[config.mk]
export PLATFORM = sky130hd
export DESIGN_NAME = node_route_sequencer_flat
export DESIGN_NICKNAME = d
export VERILOG_FILES = /design/src/rtl/node_route_sequencer_if.sv /design/src/rtl/node_route_sequencer.sv /design/src/flat_wrapper.sv
export SDC_FILE = /design/constraint.sdc
export NUM_CORES = 1
export LEC_CHECK = 0
export BUFFER_PORTS_ARGS = -buffer_cell sky130_fd_sc_hd__buf_4
export CORE_MARGIN = 5
export CORE_UTILIZATION = 50
export CTS_BUF_LIST = sky130_fd_sc_hd__clkbuf_4 sky130_fd_sc_hd__clkbuf_8
export DETAILED_ROUTE_END_ITERATION = 7
export PLACE_DENSITY = 0.76
export SETUP_SLACK_MARGIN = 0.3
export SLEW_MARGIN = 20
export SYNTH_ARGS = -nofsm -noshare
export SYNTH_HDL_FRONTEND = slang
export SYNTH_SLANG_ARGS = --single-unit
[constraint.sdc]
create_clock -name clk -period 8.2 [get_ports clk]
set_input_delay 0.82 -clock clk [delete_from_list [all_inputs] [get_ports clk]]
set_output_delay 0.82 -clock clk [all_outputs]
set_load 0.01 [all_outputs]
[src/rtl/node_route_sequencer_if.sv]
// Signal bundle for node_route_sequencer: sensor samples, route programming strobes and
// motion outputs, with a master view (stimulus side) and a slave view (the sequencer).
interface node_route_sequencer_if;
    logic [11:0] left_sensor;
    logic [11:0] center_sensor;
    logic [11:0] right_sensor;
    logic        start;
    logic        route_we;
    logic [3:0]  route_addr;
    logic [1:0]  route_data;
    logic [4:0]  route_len;
    logic [1:0]  cmd;
    logic [4:0]  node_count;
    logic        busy;
    logic        done;
    logic        turn_timeout;
    logic        led;
    logic [2:0]  state_dbg;

    // start and route_we are single-cycle strobes without a ready: each is taken on a
    // rising clk edge only while busy is low, and a strobe seen while busy is dropped.
    modport master (
        output left_sensor, center_sensor, right_sensor, start,
        output route_we, route_addr, route_data, route_len,
        input  cmd, node_count, busy, done, turn_timeout, led, state_dbg
    );

    modport slave (
        input  left_sensor, center_sensor, right_sensor, start,
        input  route_we, route_addr, route_data, route_len,
        output cmd, node_count, busy, done, turn_timeout, led, state_dbg
    );
endinterface

[src/rtl/node_route_sequencer.sv]
// Line-following route sequencer: tracks the line, counts nodes and executes a stored
// table of straight/left/right/stop decisions, with blanking and bounded spin turns.
module node_route_sequencer #(
    parameter int TH              = 500,
    parameter int BLANK_CYCLES    = 3_125_000,
    parameter int TURN_MIN_CYCLES = 1_000_000,
    parameter int TURN_MAX_CYCLES = 6_250_000
) (
    input logic                   clk,
    input logic                   rst,
    node_route_sequencer_if.slave bus
);
    localparam int BW = $clog2(BLANK_CYCLES + 2);
    localparam int TW = $clog2(TURN_MAX_CYCLES + 2);

    localparam logic [11:0]   TH12       = 12'(TH);
    localparam logic [BW-1:0] BLANK_LOAD = BW'(BLANK_CYCLES);
    localparam logic [TW-1:0] TURN_MIN   = TW'(TURN_MIN_CYCLES);
    localparam logic [TW-1:0] TURN_LAST  = TW'(TURN_MAX_CYCLES - 1);

    localparam logic [1:0] CMD_STOP  = 2'b00;
    localparam logic [1:0] CMD_FWD   = 2'b01;
    localparam logic [1:0] CMD_SPINL = 2'b10;
    localparam logic [1:0] CMD_SPINR = 2'b11;

    localparam logic [1:0] R_STRAIGHT = 2'b00;
    localparam logic [1:0] R_LEFT     = 2'b01;
    localparam logic [1:0] R_RIGHT    = 2'b10;

    typedef enum logic [2:0] {
        S_IDLE   = 3'd0,
        S_FOLLOW = 3'd1,
        S_BLANK  = 3'd2,
        S_TURN   = 3'd3,
        S_DONE   = 3'd4
    } state_t;

    state_t          state;
    logic [4:0]      index;
    logic [4:0]      len_q;
    logic [BW-1:0]   blank_cnt;
    logic [TW-1:0]   turn_cnt;
    logic [1:0]      cmd_q;
    logic [4:0]      node_count_q;
    logic            busy_q;
    logic            done_q;
    logic            timeout_q;
    logic            led_q;
    logic [1:0]      route_tab [16];

    logic       node;
    logic       reacquire;
    logic       len_ok;
    logic [1:0] entry;

    assign node      = (bus.left_sensor > TH12) && (bus.center_sensor > TH12) &&
                       (bus.right_sensor > TH12);
    assign reacquire = (bus.center_sensor > TH12) && (bus.left_sensor <= TH12) &&
                       (bus.right_sensor <= TH12);
    assign len_ok    = (bus.route_len != 5'd0) && (bus.route_len <= 5'd16);
    assign entry     = route_tab[index[3:0]];

    // Table contents carry no reset; only the programming path may change them.
    always_ff @(posedge clk) begin
        if (bus.route_we && !busy_q) begin
            route_tab[bus.route_addr] <= bus.route_data;
        end
    end

    always_ff @(posedge clk or negedge rst) begin
        if (!rst) begin
            state        <= S_IDLE;
            index        <= 5'd0;
            len_q        <= 5'd0;
            blank_cnt    <= '0;
            turn_cnt     <= '0;
            cmd_q        <= CMD_STOP;
            node_count_q <= 5'd0;
            busy_q       <= 1'b0;
            done_q       <= 1'b0;
            timeout_q    <= 1'b0;
            led_q        <= 1'b0;
        end else begin
            case (state)
                S_IDLE, S_DONE: begin
                    if (bus.start && len_ok) begin
                        state        <= S_FOLLOW;
                        cmd_q        <= CMD_FWD;
                        busy_q       <= 1'b1;
                        done_q       <= 1'b0;
                        index        <= 5'd0;
                        node_count_q <= 5'd0;
                        timeout_q    <= 1'b0;
                        len_q        <= bus.route_len;
                    end
                end
                S_FOLLOW: begin
                    if (node) begin
                        index        <= index + 5'd1;
                        node_count_q <= node_count_q + 5'd1;
                        led_q        <= ~led_q;
                        case (entry)
                            R_STRAIGHT: begin
                                state     <= S_BLANK;
                                blank_cnt <= BLANK_LOAD;
                            end
                            R_LEFT: begin
                                state    <= S_TURN;
                                cmd_q    <= CMD_SPINL;
                                turn_cnt <= '0;
                            end
                            R_RIGHT: begin
                                state    <= S_TURN;
                                cmd_q    <= CMD_SPINR;
                                turn_cnt <= '0;
                            end
                            default: begin
                                state  <= S_DONE;
                                cmd_q  <= CMD_STOP;
                                busy_q <= 1'b0;
                                done_q <= 1'b1;
                            end
                        endcase
                    end
                end
                S_TURN: begin
                    // Reacquire is checked first so it wins over a same-cycle timeout.
                    if ((turn_cnt >= TURN_MIN) && reacquire) begin
                        state     <= S_BLANK;
                        cmd_q     <= CMD_FWD;
                        blank_cnt <= BLANK_LOAD;
                        turn_cnt  <= '0;
                    end else if (turn_cnt == TURN_LAST) begin
                        state     <= S_BLANK;
                        cmd_q     <= CMD_FWD;
                        blank_cnt <= BLANK_LOAD;
                        turn_cnt  <= '0;
                        timeout_q <= 1'b1;
                    end else begin
                        turn_cnt <= turn_cnt + TW'(1);
                    end
                end
                S_BLANK: begin
                    if (blank_cnt <= BW'(1)) begin
                        blank_cnt <= '0;
                        if (index == len_q) begin
                            state  <= S_DONE;
                            cmd_q  <= CMD_STOP;
                            busy_q <= 1'b0;
                            done_q <= 1'b1;
                        end else begin
                            state <= S_FOLLOW;
                        end
                    end else begin
                        blank_cnt <= blank_cnt - BW'(1);
                    end
                end
                default: begin
                    state  <= S_IDLE;
                    cmd_q  <= CMD_STOP;
                    busy_q <= 1'b0;
                    done_q <= 1'b0;
                end
            endcase
        end
    end

    assign bus.cmd          = cmd_q;
    assign bus.node_count   = node_count_q;
    assign bus.busy         = busy_q;
    assign bus.done         = done_q;
    assign bus.turn_timeout = timeout_q;
    assign bus.led          = led_q;
    assign bus.state_dbg    = state;
endmodule
[src/flat_wrapper.sv]
// flat-port wrapper written by rule: the top's interface ports become plain ports
module node_route_sequencer_flat 
#(
    parameter int TH              = 500,
    parameter int BLANK_CYCLES    = 3_125_000,
    parameter int TURN_MIN_CYCLES = 1_000_000,
    parameter int TURN_MAX_CYCLES = 6_250_000
)
  (clk, rst, bus_left_sensor, bus_center_sensor, bus_right_sensor, bus_start, bus_route_we, bus_route_addr, bus_route_data, bus_route_len, bus_cmd, bus_node_count, bus_busy, bus_done, bus_turn_timeout, bus_led, bus_state_dbg);
  node_route_sequencer_if bus_i ();
  input logic clk;
  input logic rst;
  input wire logic [$bits(bus_i.left_sensor)-1:0] bus_left_sensor;
  input wire logic [$bits(bus_i.center_sensor)-1:0] bus_center_sensor;
  input wire logic [$bits(bus_i.right_sensor)-1:0] bus_right_sensor;
  input wire logic [$bits(bus_i.start)-1:0] bus_start;
  input wire logic [$bits(bus_i.route_we)-1:0] bus_route_we;
  input wire logic [$bits(bus_i.route_addr)-1:0] bus_route_addr;
  input wire logic [$bits(bus_i.route_data)-1:0] bus_route_data;
  input wire logic [$bits(bus_i.route_len)-1:0] bus_route_len;
  output wire logic [$bits(bus_i.cmd)-1:0] bus_cmd;
  output wire logic [$bits(bus_i.node_count)-1:0] bus_node_count;
  output wire logic [$bits(bus_i.busy)-1:0] bus_busy;
  output wire logic [$bits(bus_i.done)-1:0] bus_done;
  output wire logic [$bits(bus_i.turn_timeout)-1:0] bus_turn_timeout;
  output wire logic [$bits(bus_i.led)-1:0] bus_led;
  output wire logic [$bits(bus_i.state_dbg)-1:0] bus_state_dbg;
  assign bus_i.left_sensor = bus_left_sensor;
  assign bus_i.center_sensor = bus_center_sensor;
  assign bus_i.right_sensor = bus_right_sensor;
  assign bus_i.start = bus_start;
  assign bus_i.route_we = bus_route_we;
  assign bus_i.route_addr = bus_route_addr;
  assign bus_i.route_data = bus_route_data;
  assign bus_i.route_len = bus_route_len;
  assign bus_cmd = bus_i.cmd;
  assign bus_node_count = bus_i.node_count;
  assign bus_busy = bus_i.busy;
  assign bus_done = bus_i.done;
  assign bus_turn_timeout = bus_i.turn_timeout;
  assign bus_led = bus_i.led;
  assign bus_state_dbg = bus_i.state_dbg;
  node_route_sequencer #(.TH(TH), .BLANK_CYCLES(BLANK_CYCLES), .TURN_MIN_CYCLES(TURN_MIN_CYCLES), .TURN_MAX_CYCLES(TURN_MAX_CYCLES)) u_core (.clk(clk), .rst(rst), .bus(bus_i));
endmodule
==> metrics.md <==
| Metric | Value |
|---|---|
| Number of H-tree levels | `3` |
| Post-DP HPWL | `9040 um` |
| Worst Path Required | `8470 ps` |
| # Post-CTS Setup Buffers | `0` |
| Post-synth top flop | `dfrtp_1` |
| Worst slew pin tran | `895 ps` |
| Most frequent cells in the layout | `dfrtp_1 (69), buf_4 (66), nand2_1 (64), nor2_1 (52), a21oi_1 (39)` |
| Max_slew headroom | `0.403` |
| Ports | `65` |
| RSZ-0062 raised after global routing | `no` |
| Gate Count Post-Synth | `548` |
| CTS sink cnt | `101` |
| Leakage | `2.62 nW` |
| # hold bufs at CTS | `0` |
| Seq cells post-synth | `101` |
| Core footprint | `10700 um^2` |
| Routability Congestion | `0.888` |
| Fillers | `947` |
| Register-to-Register Path Depth | `10` |
| Final Util | `0.573` |
| First-pass GRT wire length | `20700 um` |
| CTS root buffer | `clkbuf_8` |
| Worst-path clk slew | `100 ps` |
| Pin count of the biggest net entering global routing | `70` |
| Hold Crit Class | `reg -> reg` |
| Wirelength, routed | `12400 um` |
| Mean Syn Cell Area | `9.86 um^2` |
| Mapped Area | `5400 um^2` |
| Outcome | `finished clean` |
| Synth area leader | `dfrtp_1` |
| Power Density | `142 nW/um^2` |
| Initial core utilization | `0.505` |
| Cell count of the worst hold path | `1` |
| Placed cells | `731` |
| Layout Cells excl Fill | `747` |
| Total power | `0.000869 W` |
| Row count | `38` |
| Fin. Hold Viols | `0` |
| # port buffers | `64` |
| Area contributors post-synth | `dfrtp_1 (32%), edfxtp_1 (18%), nand2_1 (4.4%)` |
| Arrival @ worst endpoint | `3440 ps` |
| Worst reg2reg startpoint | `u_core.index[0]` |
| Cts repair resizes | `0` |
| N_diodes | `0` |
| Reg2reg end | `u_core.turn_cnt[21]` |
| Fin crit share | `0.387` |
| Syn Nets | `608` |
| DIE AREA | `13000 um^2` |
| Post-synth ARST share | `0.683` |
| WS Path Type | `reg -> reg` |
| Share of the synthesized area in the top cell type | `0.320` |
| Seq/Total Area, Yosys | `0.498` |
| Fin crit period | `3170 ps` |
| Wire per inst | `16.6 um` |
| Die Y | `114 um` |
| CTS tree | `done` |
| Peak VDD IR | `0.124 mV` |
| CTS Buf Count | `9` |
| Area Overhead vs Synth | `13.5%` |
| Die width | `114 um` |
| Min-delay src | `u_core.bus.led` |
| Hold EP | `u_core.bus.led` |
| DR vias | `4466` |
| Startpoint types | `flip-flop` |
| Final setup vio count | `0` |
| DRC violations left | `0` |
| Via-to-Cell Ratio | `5.98` |
| Final ANT Viol Nets | `0` |
| Commonest non-fill, non-tap cell in the layout | `dfrtp_1` |
| Initial antenna violation count | `0` |
| EDFF count, synth | `32` |
| Synth cell types | `60` |
| Drt initial violations | `372` |
| Fin worst setup slack | `5030 ps` |
| R2R Setup Slk | `5030 ps` |
| Layout cells sized above 1 | `0.176` |
| GRT Overall Usage | `0.197` |
| Max Slew Vio Count | `0` |
| Final net count | `662` |
| Worst skew pair latency | `370 ps` |
| Vias in the first global route | `4309` |
| Drt pass-1 iters | `5` |
| Clock Path Buffers | `2` |
| Worst slack, placed | `4910 ps` |
| Number of max-cap violations | `0` |
| Total gr overflow | `0` |
| Fmax | `315 MHz` |
| Synth warnings | `0` |
| Max Clock Skew | `8.23 ps` |
| Setup tns final | `0 ps` |
| Critical path capture point type | `flip-flop` |
| Critical-path maximum fanout | `17` |
through the flow:
step           area, um^2  hold WS, ps
4_1_cts              6130          490
3_5_place_dp         5950          466
6_report             6130          484
5_1_grt              6130          531
2_1_floorplan        5400          465
3_3_place_gp         5940          459
cells by family after synthesis:
family,after synthesis,synth area share
buffers and inverters,41,0.0368
adders and majority gates,9,0.0208
and+or+nand+nor,247,0.230
DFF,101,0.498
muxes,14,0.0500
AOI/OAI and AO/OA,121,0.140
xor gates and xnor gates,15,0.0243
per-layer routing:
layer	wire length, um	track usage	vias to the layer above
met4	273	0.0649	0
met1	5110	0.253	2177
li1	-	-	2120
met3	624	0.0408	24
met2	6420	0.336	145
met5	0	0	-
worst max path at each step:
stage	from	endpoint	slack, ps	cells after the start
6_report	u_core.index[0]	u_core.turn_cnt[21]	5030	10
5_1_grt	u_core.index[0]	u_core.turn_cnt[21]	4800	10
4_1_cts	u_core.index[0]	u_core.turn_cnt[21]	5020	10
3_5_place_dp	bus_left_sensor[0]	u_core.blank_cnt[21]	4910	8
3_3_place_gp	bus_left_sensor[0]	u_core.bus.state_dbg[2]	5060	8
2_1_floorplan	u_core.index[0]	u_core.turn_cnt[21]	4910	10
cells in the mapped netlist (10+ instances only):
cell type / instances
a31oi_1: 24
and3_1: 11
dfrtp_1: 69
clkbuf_1: 11
nor2_1: 52
nand4_1: 10
or3_1: 11
o21ai_0: 19
nor3_1: 25
a21oi_1: 39
mux4_2: 10
inv_1: 18
edfxtp_1: 32
nand2b_1: 10
nand2_1: 64
nand3_1: 28
where the power goes:
part	total, W	switching [W]	internal [W]
registers	0.000524	0.00000118	0.000523
clock network	0.000304	0.000184	0.000120
logic	0.0000414	0.0000213	0.0000201
total	0.000869	0.000206	0.000663
worst max-delay path, stage by stage, from the launching register on:
cell	delay (ps)
dfrtp_1	740
mux4_2	570
mux4_2	500
inv_1	100
ha_1	180
nand2_1	80
o31ai_1	230
buf_4	270
and4_1	230
xnor2_1	110
nor2_1	50
layout make-up:
type                            count  area, um^2  share of cell area
Clock inverter                      6        52.6             0.00857
Timing Repair Buffer               66         495              0.0808
Sequential cell                   101        2690               0.438
Inverter                           18        67.6              0.0110
Multi-Input combinational cell    406        2520               0.411
Tap cell                          140         175              0.0286
Clock buffer                       10         131              0.0214
registers in the layout, indices dropped and copies added, names as in the netlist:
signal and cells:
u_core.route_tab 32, u_core.turn_cnt 23, u_core.blank_cnt 22, u_core.bus.node_count 5, u_core.index 5, u_core.len_q 5
u_core.bus.state_dbg 3, u_core.bus.cmd 2, u_core.bus.busy 1, u_core.bus.done 1, u_core.bus.led 1, u_core.bus.turn_timeout 1
Power figures use the tool's default switching activity.
